**src/rtl/mips32_pkg.sv**
```systemverilog
// Shared MIPS32 definitions: opcodes, register-file size and the R0 index,
// plus a decode helper telling whether an opcode writes its destination.
package mips32_pkg;

  localparam int          NREGS_DEFAULT = 32;
  localparam int unsigned R0_IDX        = 0;

  typedef enum logic [5:0] {
    OP_ADD   = 6'b000000,
    OP_SUB   = 6'b000001,
    OP_AND   = 6'b000010,
    OP_OR    = 6'b000011,
    OP_SLT   = 6'b000100,
    OP_MUL   = 6'b000101,
    OP_LW    = 6'b001000,
    OP_SW    = 6'b001001,
    OP_ADDI  = 6'b001010,
    OP_SUBI  = 6'b001011,
    OP_SLTI  = 6'b001100,
    OP_BNEQZ = 6'b001101,
    OP_BEQZ  = 6'b001110,
    OP_HLT   = 6'b111111
  } opcode_e;

  function automatic logic op_writes_rd(input opcode_e op);
    logic wr_s;
    case (op)
      OP_ADD, OP_SUB, OP_AND, OP_OR, OP_SLT, OP_MUL,
      OP_LW, OP_ADDI, OP_SUBI, OP_SLTI: wr_s = 1'b1;
      default:                          wr_s = 1'b0;
    endcase
    return wr_s;
  endfunction

endpackage

```
**src/rtl/mips32_pend_cnt.sv**
```systemverilog
// One pending-write counter: saturating up/down with a per-cycle underflow
// pulse when a retire arrives while nothing is pending.
module mips32_pend_cnt #(
  parameter int CW = 2
) (
  input  logic          clk,
  input  logic          rst_n,
  input  logic          flush_i,
  input  logic          inc_i,
  input  logic          dec_i,
  output logic [CW-1:0] cnt_o,
  output logic          underflow_o
);

  logic [CW-1:0] cnt_q;
  logic [CW-1:0] cnt_d;

  // Flush wins over everything, so a retire in a flush cycle is simply dropped.
  always_comb begin
    cnt_d       = cnt_q;
    underflow_o = 1'b0;
    if (flush_i) begin
      cnt_d = {CW{1'b0}};
    end else begin
      case ({inc_i, dec_i})
        2'b10: begin
          if (cnt_q != {CW{1'b1}}) cnt_d = cnt_q + CW'(1);
          else                     cnt_d = cnt_q;
        end
        2'b01: begin
          if (cnt_q != {CW{1'b0}}) cnt_d = cnt_q - CW'(1);
          else                     underflow_o = 1'b1;
        end
        2'b11: begin
          if (cnt_q == {CW{1'b0}}) underflow_o = 1'b1;
          else                     cnt_d = cnt_q;
        end
        default: cnt_d = cnt_q;
      endcase
    end
  end

  always_ff @(posedge clk or negedge rst_n) begin
    if (!rst_n) cnt_q <= {CW{1'b0}};
    else        cnt_q <= cnt_d;
  end

  assign cnt_o = cnt_q;

endmodule

```
**src/rtl/mips32_scoreboard.sv**
```systemverilog
// Register-hazard scoreboard: per-register in-flight write counters gate issue
// on RAW hazards and counter saturation; counts stall cycles.
module mips32_scoreboard
  import mips32_pkg::*;
#(
  parameter int NREGS     = NREGS_DEFAULT,
  parameter int AW        = $clog2(NREGS),
  parameter int CW        = 2,
  parameter int WB_BYPASS = 1,
  parameter int SCW       = 32
) (
  input  logic             clk,
  input  logic             rst_n,
  input  logic             issue_valid,
  input  logic [AW-1:0]    issue_rs,
  input  logic [AW-1:0]    issue_rt,
  input  logic             issue_use_rs,
  input  logic             issue_use_rt,
  input  logic [AW-1:0]    issue_rd,
  input  logic             issue_wr,
  output logic             issue_ready,
  input  logic             wb_valid,
  input  logic [AW-1:0]    wb_rd,
  input  logic             flush,
  output logic [NREGS-1:0] busy_mask,
  output logic [SCW-1:0]   stall_cnt,
  output logic             err_underflow
);

  localparam logic [AW-1:0] R0 = AW'(R0_IDX);

  logic [CW-1:0]    pend_s [NREGS];
  logic [NREGS-1:0] uf_s;
  logic             accept_s;
  logic             haz_rs_s;
  logic             haz_rt_s;
  logic             haz_sat_s;
  logic [SCW-1:0]   stall_cnt_q;
  logic [SCW-1:0]   stall_cnt_d;
  logic             err_q;
  logic             err_d;

  // A source whose sole pending write retires this cycle is forwarded when bypass is on.
  function automatic logic src_hazard(input logic use_s, input logic [AW-1:0] idx,
                                      input logic [CW-1:0] cnt, input logic wbv,
                                      input logic [AW-1:0] wbrd);
    logic haz_s;
    logic byp_s;
    haz_s = use_s && (idx != R0) && (cnt != {CW{1'b0}});
    byp_s = (WB_BYPASS != 0) && wbv && (wbrd == idx) && (cnt == CW'(1));
    return haz_s && !byp_s;
  endfunction

  assign pend_s[0] = {CW{1'b0}};
  assign uf_s[0]   = 1'b0;

  genvar gi;
  generate
    for (gi = 1; gi < NREGS; gi++) begin : g_pend
      mips32_pend_cnt #(.CW(CW)) u_cnt (
        .clk         (clk),
        .rst_n       (rst_n),
        .flush_i     (flush),
        .inc_i       (accept_s && issue_wr && (issue_rd == AW'(gi))),
        .dec_i       (wb_valid && (wb_rd == AW'(gi))),
        .cnt_o       (pend_s[gi]),
        .underflow_o (uf_s[gi])
      );
    end
    for (gi = 0; gi < NREGS; gi++) begin : g_busy
      assign busy_mask[gi] = (pend_s[gi] != {CW{1'b0}});
    end
  endgenerate

  // Hazard compare and issue gating; ready does not depend on issue_valid.
  always_comb begin
    haz_rs_s    = src_hazard(issue_use_rs, issue_rs, pend_s[issue_rs], wb_valid, wb_rd);
    haz_rt_s    = src_hazard(issue_use_rt, issue_rt, pend_s[issue_rt], wb_valid, wb_rd);
    haz_sat_s   = issue_wr && (issue_rd != R0) && (pend_s[issue_rd] == {CW{1'b1}});
    issue_ready = !flush && !haz_rs_s && !haz_rt_s && !haz_sat_s;
    accept_s    = issue_valid && issue_ready;
  end

  // Saturating stall counter and sticky underflow flag.
  always_comb begin
    stall_cnt_d = stall_cnt_q;
    err_d       = err_q | (|uf_s);
    if (issue_valid && !issue_ready && (stall_cnt_q != {SCW{1'b1}})) begin
      stall_cnt_d = stall_cnt_q + SCW'(1);
    end else begin
      stall_cnt_d = stall_cnt_q;
    end
  end

  always_ff @(posedge clk or negedge rst_n) begin
    if (!rst_n) begin
      stall_cnt_q <= {SCW{1'b0}};
      err_q       <= 1'b0;
    end else begin
      stall_cnt_q <= stall_cnt_d;
      err_q       <= err_d;
    end
  end

  assign stall_cnt     = stall_cnt_q;
  assign err_underflow = err_q;

endmodule

```
**config.mk**
```make
export PLATFORM = sky130hd
export DESIGN_NAME = mips32_scoreboard
export DESIGN_NICKNAME = d
export VERILOG_FILES = /design/src/rtl/mips32_pkg.sv /design/src/rtl/mips32_pend_cnt.sv /design/src/rtl/mips32_scoreboard.sv
export SDC_FILE = /design/constraint.sdc
export NUM_CORES = 1
export LEC_CHECK = 0
export ABC_AREA = 1
export BUFFER_PORTS_ARGS = -buffer_cell sky130_fd_sc_hd__buf_2
export CORE_MARGIN = 2
export CORE_UTILIZATION = 25
export CTS_CLUSTER_SIZE = 10
export DETAILED_ROUTE_END_ITERATION = 16
export PLACE_DENSITY = 0.46
export REMOVE_ABC_BUFFERS = 1
export SYNTH_ARGS = -nofsm -noshare
export SYNTH_HDL_FRONTEND = slang
export SYNTH_SLANG_ARGS = --single-unit
```
**constraint.sdc**
```tcl
create_clock -name clk -period 2.34 [get_ports clk]
set_clock_uncertainty 0.2 [all_clocks]
set_input_delay 0.468 -clock clk [delete_from_list [all_inputs] [get_ports clk]]
set_output_delay 0.468 -clock clk [all_outputs]
set_load 0.01 [all_outputs]
```
Yosys cells after proc, flatten, opt, wreduce, memory -nomap -nowiden
Index checks and enable logic that the tools add are counted.
- register bits after elaboration: 95
- input bits: 28
- output and inout bits: 66
- add/subtract/negate cells: 63
- magnitude comparators: 3
- eq/ne operators: 254
- muxes and demuxes: 257
- bitwise gates (word level): 4
- reduce and logical (&&, ||, !) cells: 218
- operator list (cell ; number):
    2-bit two-way mux ; 99
    5-bit == test, second input constant ; 32
    2-bit == test, second input constant ; 63
    2-bit one-hot mux with 2 select lines ; 31
    1-bit two-way mux ; 93
    3-bit by 2-bit inequality test with 1-bit output, second input constant ; 31
    3-bit inequality test, second input constant ; 31
    3-bit AND reduction ; 31
    3-bit nonzero test ; 31
    1-bit logical AND ; 81
    5-bit by 4-bit == test with 1-bit output, second input constant ; 16
    2-bit by 1-bit == test with 1-bit output, second input constant ; 33
    2-bit nonzero test ; 33
    2-bit by 1-bit adder with 2-bit output, second input constant ; 31
    2-bit zero test ; 31
    2-bit inequality test, second input constant ; 31
    1-bit one-hot mux with 2 select lines ; 31
    2-bit by 1-bit subtractor with 2-bit output, second input constant ; 31
    5-bit by 3-bit == test with 1-bit output, second input constant ; 8
    32-bit by 1-bit adder with 32-bit output, second input constant ; 1
    32-bit inequality test, second input constant ; 1
    31-bit OR reduction ; 1
    2-bit binary-select mux with 5-bit select ; 3
    5-bit by 2-bit == test with 1-bit output, second input constant ; 4
    7 further kinds ; 21

Logic depth before layout (Yosys ltp)
Gate-level depths: netlist of run 1.
- word-level depth: 20
- mapped depth: 23

Cells and area by module
A second synthesis of run 1 with hierarchy kept.
- cells, all modules: 1738
- area, all modules: 10368.7 um2
- by module, submodules not included (module ; times used ; cells an instance ; area each (um2)):
    mips32_pend_cnt ; 31 ; 24 ; 170.2
    mips32_scoreboard ; 1 ; 994 ; 5093.6

Worst setup path before layout of run 1
Ideal clock, no wire load.
- path type: input to register
- start: in issue_rs[0]
- end: reg g_pend[19].u_cnt.cnt_q[1]
- arrival time: 2179 ps
- data required time: 2019 ps
- setup slack: -160 ps
- stages on the path: 19
- buffers on the path: 3
- cells stage by stage: buf_4 -> inv_4 -> buf_4 -> nand2_1 -> nand3_1 -> nand3_1 -> a21oi_1 -> nand2_1 -> nand3_1 -> nand2_1 -> nand2_1 -> nand3_1 -> nor2_4 -> buf_4 -> nand4_1 -> nand3_1 -> nand2_1 -> nand2_1 -> o21ai_1
- cells in the longest elaborated chain, start to end: 18
- elaborated cells on any way between the ends: 29
- RTL lines (item ; line ; text):
    from (decl) ; mips32_scoreboard.sv:15 ; input logic [AW-1:0] issue_rs,
    5-bit NOT with 6-bit output (not written as such) ; mips32_scoreboard.sv:77 ; haz_rs_s = src_hazard(issue_use_rs, issue_rs, pend_s[issue_rs], wb_valid, wb_rd);
    2-bit binary-select mux with 5-bit select ; mips32_scoreboard.sv:77 ;
    2-bit two-way mux (not written as such) (2 in a row) ; mips32_scoreboard.sv:77 ;
    2-bit by 1-bit == test with 1-bit output ; mips32_scoreboard.sv:50 ; byp_s = (WB_BYPASS != 0) && wbv && (wbrd == idx) && (cnt == CW'(1));
    1-bit logical AND ; mips32_scoreboard.sv:50 ;
    1-bit zero test ; mips32_scoreboard.sv:51 ; return haz_s && !byp_s;
    1-bit logical AND (*) ; mips32_scoreboard.sv:51 ;
    1-bit zero test (*) ; mips32_scoreboard.sv:80 ; issue_ready = !flush && !haz_rs_s && !haz_rt_s && !haz_sat_s;
    1-bit logical AND (*) (3 in a row) ; mips32_scoreboard.sv:80 ;
    via issue_ready ; mips32_scoreboard.sv:21 ; output logic issue_ready,
    1-bit logical AND (*) ; mips32_scoreboard.sv:81 ; accept_s = issue_valid && issue_ready;
    1-bit logical AND (*) (2 in a row) ; mips32_scoreboard.sv:64 ; .inc_i (accept_s && issue_wr && (issue_rd == AW'(gi))),
    2-bit == test or 2-bit by 1-bit == test with 1-bit output (tied branches) ; mips32_pend_cnt.sv:25 ; case ({inc_i, dec_i})
    3-bit by 2-bit inequality test with 1-bit output (no source line), or another cell as far along ; n/a ;
    3-bit AND reduction (no source line) or 2-bit two-way mux (tied branches) ; n/a ;
    to (signal assigned) ; mips32_pend_cnt.sv:44 ; if (!rst_n) cnt_q <= {CW{1'b0}};
    to (signal assigned) ; mips32_pend_cnt.sv:45 ; else cnt_q <= cnt_d;
    to (decl) ; mips32_pend_cnt.sv:15 ; logic [CW-1:0] cnt_q;
The timed path passes the listed nets; every way through them passes the cells marked *. The select of a mux whose other input is x is not followed.
A chain may end at the register's enable or synchronous reset.

Final worst setup path of run 1
- start: in issue_rt[1]
- end: out issue_ready
- cells in the longest elaborated chain, start to end: 11
- elaborated cells on any way between the ends: 17
- RTL lines (item ; line ; text):
    from (decl) ; mips32_scoreboard.sv:16 ; input logic [AW-1:0] issue_rt,
    5-bit NOT with 6-bit output (not written as such) ; mips32_scoreboard.sv:78 ; haz_rt_s = src_hazard(issue_use_rt, issue_rt, pend_s[issue_rt], wb_valid, wb_rd);
    2-bit binary-select mux with 5-bit select ; mips32_scoreboard.sv:78 ;
    2-bit two-way mux (not written as such) (2 in a row) ; mips32_scoreboard.sv:78 ;
    2-bit by 1-bit == test with 1-bit output ; mips32_scoreboard.sv:50 ;
    1-bit logical AND ; mips32_scoreboard.sv:50 ;
    1-bit zero test ; mips32_scoreboard.sv:51 ;
    1-bit logical AND (*) ; mips32_scoreboard.sv:51 ;
    1-bit zero test (*) ; mips32_scoreboard.sv:80 ;
    1-bit logical AND (*) (2 in a row) ; mips32_scoreboard.sv:80 ;
    to (decl) ; mips32_scoreboard.sv:21 ;
Every way passes the cells marked *; elsewhere a longest branch is shown, timed or not. The select of a mux whose other input is x is not followed.

==> results of run 1 <==
## layer usage
layer	up-vias	wire length, um	track usage, %
met2	461	20800	37.2
met5	-	11	0
met1	5964	21200	32.9
li1	6195	-	-
met4	2	1550	10.1
met3	85	2970	3.53
## synthesized netlist by cell type, drive strengths merged (4+ instances only)
master    n  area [um^2]
dfrtp    95         2380
o211ai   10         75.1
a21oi    50          254
inv     200          758
buf      45          287
xor2     19          166
nor3     48          240
nor4     12         75.1
o21ai    78          390
clkbuf   22         82.6
or2       4         25.0
nand4   114          782
xnor2    11         96.3
nor2    139          559
nand3   223         1160
nand2   517         1970
## timing repair
item	in CTS	in global routing
setup endpoints to repair	96	97
hold buffers	1	0
pin swaps	72	77
resized for setup	201	99
endpoints found under the hold margin	38	0
cloned	5	0
setup buffers	33	16
## cells by family (layout without fill, tap and decap cells)
family / after synthesis / in the layout / share of synthesized area (%)
fa+ha+maj: 1 / 1 / 0.132
simple gates: 1062 / 1063 / 51.3
other cells: 1 / 2 / 0.0397
compound gates: 150 / 150 / 8.55
flops: 95 / 95 / 25.2
xor+xnor: 30 / 30 / 2.78
buf+inv: 268 / 710 / 12.0
## worst max-delay path: stages
cell,delay (ps)
buf_2,160
buf_12,140
buf_4,130
a221oi_1,340
nand3_1,210
nand3_1,160
buf_4,130
a21oi_4,50
nor2_4,140
buf_12,130
buf_6,100
## final cells by class
cell class / instances / area share, %
Clock inverter: 6 / 0.345
Sequential cell: 95 / 16.1
Inverter: 201 / 5.17
Antenna cell: 1 / 0.0168
Tap cell: 511 / 4.30
Timing Repair Buffer: 493 / 26.5
Clock buffer: 10 / 1.54
Multi-Input combinational cell: 1245 / 46.1
## worst paths after layout
check                                       endpoint  slack (ps)  depth (start not counted)
hold / removal                          stall_cnt[4]         300                          1
setup reg to reg                       stall_cnt[29]        -390                         23
max in group asynchronous  g_pend[20].u_cnt.cnt_o[0]         910                          3
min in group asynchronous              stall_cnt[31]         400                          2
setup / recovery                         issue_ready        -500                         11
hold reg to reg                         stall_cnt[4]         300                          1
## registers in the layout, summed over array words and instances, names as in the netlist
name / count
err_underflow: 1
g_pend.u_cnt.cnt_o: 62
stall_cnt: 32
## through the flow
stage / util, % / total power [W] / area (um^2) / hold slack (ps)
final: 39.8 / 0.00675 / 14900 / 305
after global routing: 39.8 / 0.00719 / 14900 / 316
after CTS: 38.8 / 0.00672 / 14500 / 304
after detailed placement: 35.1 / 0.00486 / 13100 / 294
after global placement: 35.1 / 0.00485 / 13100 / 284
after floorplan: - / 0.00326 / 9070 / -27.6
## power groups by stage
stage          Combinational, W  Sequential (W)  Clock [W]
6_report                0.00315         0.00208    0.00153
5_1_grt                 0.00345         0.00210    0.00164
4_1_cts                 0.00306         0.00207    0.00159
3_5_place_dp            0.00277         0.00209          0
3_3_place_gp            0.00276         0.00209          0
2_1_floorplan           0.00117         0.00209          0
==> flow_summary.ini, run 1 <==
[worst_setup_path]
crit_path_max_fanout = 4
critPathRequiredTime_ps = 1670
crit_type = in -> out
arrival_ps = 2170
endpoint_kind = output pin
startpoint_type = input port
crit_path_start = issue_rt[1]
regToRegStartpoint = g_pend[20].u_cnt.cnt_o[1]

[clocking]
htree_levels = 3
cts_tree = yes
clk_path_buf_depth = 2
clk_latency_ps = 400
clock-root-buffer = clkbuf_16
clkTransAtPathRegs_ps = 70
numCtsBuffers = 9
clkSinkCount = 95

[worst_hold_path]
min_path_type = reg -> reg
hold_start = stall_cnt[4]

[timing]
final_max_slew_viol_count = 0
setup_viol = 95
tns_ps = -30680
hold_viol_final = 0
fin_crit_sh_pct = 121
finalWorstSetupSlack_ps = -500
rsz0062_at_grt = yes
slew_headroom_pct = 48.5
worst_pin_slew_ps = 763
min_period_ps = 2840
fmax_ghz = 0.352

[synth]
ys_ff_latch = 95
synth_ff_type = dfrtp_1
synth_cell_type_count = 42
netlist_area_um2 = 9440
synth_async_sr_flop_share_pct = 100
synth-seq-area-share_pct = 25.2
synth_edf_count = 0
syn_area_per_cell_um2 = 5.88
yosysWarningCount = 0
syn_inst = 1607

[final_layout]
drive_above_1_share_pct = 35.8
final_common_cell = nand2_1
area_growth_pct = 57.5
finalNonFillerCells = 2562
nFillCells = 4021
regArea_um2 = 2390
multiInputGateArea_um2 = 6860
final_cell_mix = 458 x nand2_1, 355 x buf_4, 178 x inv_1
finalNetCount = 2074

[detailed_routing]
routed-via-count = 12700
drt-total-wl_um = 46600
route.detailed.drc = 0
postRouteAntennaNets = 0
via_per_inst = 4.96
drt-initial-drc-count = 1164
drt-pass1-iter-count = 8
wl_per_cell_um = 18.2

[placed_design]
dpl.hpwl_um = 35800
placed_cells = 2504
port_buffers = 92
place_ws_ps = -837
gp_congestion = 1.01

[status]
violations = setup timing
status = finished with violations

[grt]
antenna_found_initial = 2
grt_pass1_wl_um = 70600
grt_max_degree = 41
grt_pass1_vias = 12200
track_usage_pct = 23.9
globalRouteOverflowTotal = 0

[floorplanning]
core_um2 = 37400
die_area_um2 = 39300
fp.dieH_um = 198
initial_core_util_pct = 25.2
num_rows = 71
num_io_pins = 94
fp.dieW_um = 198

[pwr]
p_int_w = 0.00395
clkPwrFrac_pct = 22.6
netSwitchingFraction_pct = 41.6
p_switching_w = 0.00281
vdd_drop_max_mv = 0.392
p_leak_nw = 7.32
p_per_area_nw_per_um2 = 454
seq_power_share_pct = 30.7
p_comb_share_pct = 46.6

[run]
cap_viol_max_count = 0
(Power assumes the default switching activity.)
==> run 2, diff against run 1 <==
--- a/config.mk
+++ b/config.mk
@@ -7,8 +7,10 @@
 export LEC_CHECK = 0
 export ABC_AREA = 1
 export BUFFER_PORTS_ARGS = -buffer_cell sky130_fd_sc_hd__buf_2
+export CAP_MARGIN = 30
 export CORE_MARGIN = 2
 export CORE_UTILIZATION = 25
+export CTS_BUF_LIST = sky130_fd_sc_hd__clkbuf_16
 export CTS_CLUSTER_SIZE = 10
 export DETAILED_ROUTE_END_ITERATION = 16
 export PLACE_DENSITY = 0.46
==> flow_summary.ini, run 2 (same netlist as run 1, synthesis figures left out) <==
[placed_design]
dpl.hpwl_um = 35800
place_area_um2 = 13100
port_buffers = 92
placed_cells = 2504
gp_congestion = 1.01

[detailed_routing]
routed-via-count = 12600
postRouteAntennaNets = 0
drt-pass1-iter-count = 7
wl_per_cell_um = 18.1
drt-total-wl_um = 46500
via_per_inst = 4.92
drt-initial-drc-count = 1236
route.detailed.drc = 0

[status]
violations = setup timing
status = finished with violations

[timing]
rsz0062_at_grt = yes
worst_pin_slew_ps = 785
tns_ps = -30890
fmax_ghz = 0.351
final_max_slew_viol_count = 0
setup_viol = 95
finalWorstSetupSlack_ps = -506
fin_crit_sh_pct = 122
slew_headroom_pct = 47.0
min_period_ps = 2850
hold_viol_final = 0

[worst_setup_path]
startpoint_type = input port
endpoint_kind = output pin
rrSetupSlack_ps = -370
critPathRequiredTime_ps = 1670
crit_path_max_fanout = 4
ff2ff_path_depth = 22
arrival_ps = 2180
r2r-end = stall_cnt[16]
regToRegStartpoint = g_pend[6].u_cnt.cnt_o[0]
crit_type = in -> out

[final_layout]
final_cell_mix = 458 x nand2_1, 357 x buf_4, 178 x inv_1
final_util_pct = 39.8
final_common_cell = nand2_1
finalNonFillerCells = 2564
area_growth_pct = 57.8
stdcell_area_um2 = 14900
largest_reg_flops = 62
finalNetCount = 2076
drive_above_1_share_pct = 35.9

[grt]
track_usage_pct = 23.9
grt_max_degree = 41
antenna_found_initial = 2
globalRouteOverflowTotal = 0
grt_pass1_vias = 12200
grt_pass1_wl_um = 70600

[floorplanning]
initial_core_util_pct = 25.2
fp.dieW_um = 198
num_io_pins = 94
num_rows = 71
die_area_um2 = 39300
core_um2 = 37400
fp.dieH_um = 198

[run]
cap_viol_max_count = 0

[clocking]
numCtsBuffers = 9
clk_latency_ps = 400
clkTransAtPathRegs_ps = 70
clock-root-buffer = clkbuf_16
clk_path_buf_depth = 2
clkSinkCount = 95
htree_levels = 3
cts_tree = yes

[worst_hold_path]
hold_start = stall_cnt[4]
holdPathStages = 1
min_path_type = reg -> reg
min_to = stall_cnt[4]

[pwr]
p_leak_nw = 7.33
p_per_area_nw_per_um2 = 453
vdd_drop_max_mv = 0.392
run 2: how the worst max path moves through the flow:
stage	endpoint	slack, ps	depth (start not counted)	startpoint
final	issue_ready	-510	11	issue_rt[1]
after global routing	stall_cnt[22]	-570	21	g_pend[10].u_cnt.cnt_o[0]
after CTS	issue_ready	-450	15	g_pend[22].u_cnt.cnt_o[0]
after detailed placement	g_pend[13].u_cnt.cnt_o[0]	-840	21	issue_rd[0]
after global placement	g_pend[13].u_cnt.cnt_o[1]	-840	21	issue_rd[0]
after floorplan	g_pend[28].u_cnt.cnt_o[0]	-900	9	flush
run 2: power breakdown:
part           internal, W  switching [W]
Sequential         0.00184       0.000231
Clock             0.000734       0.000796
Combinational      0.00136        0.00179
Total              0.00394        0.00281
run 2: through the flow:
stage | hold WS, ps | setup WS [ps] | total power [W]
after CTS | 304 | -447 | 0.00672
after global placement | 284 | -841 | 0.00485
after global routing | 316 | -566 | 0.00719
final | 305 | -506 | 0.00676
after detailed placement | 294 | -837 | 0.00486
after floorplan | -27.6 | -900 | 0.00326
run 2: what timing repair did:
item | in CTS | in global routing
hold buffers | 1 | 0
pin swaps | 73 | 82
endpoints found under the setup margin | 96 | 97
setup buffers | 34 | 16
gates resized for setup | 201 | 102
cloned | 5 | 0
hold endpoints to repair | 38 | 0
run 2: area by class of cell:
| type | instances | area (um^2) |
|---|---|---|
| antenna | 1 | 2.50 |
| clock buffer | 9 | 225 |
| clock inverter | 7 | 55.1 |
| fill | 4016 | 22500 |
| inverter | 201 | 769 |
| multi-input combinational | 1245 | 6870 |
| sequential | 95 | 2390 |
| tap | 511 | 639 |
| timing repair buffer | 495 | 3950 |
run 2: layer usage:
layer | wire length [um] | track usage (%)
met5 | 0 | 0
met4 | 1520 | 10.1
met3 | 2610 | 3.53
met2 | 20800 | 37.2
met1 | 21600 | 32.9
run 2: worst max-delay path, stage by stage:
cell,delay [ps]
buf_2,160
buf_12,140
buf_4,130
a221oi_1,350
nand3_1,220
nand3_1,160
buf_4,130
a21oi_4,50
nor2_4,140
buf_12,130
buf_6,100
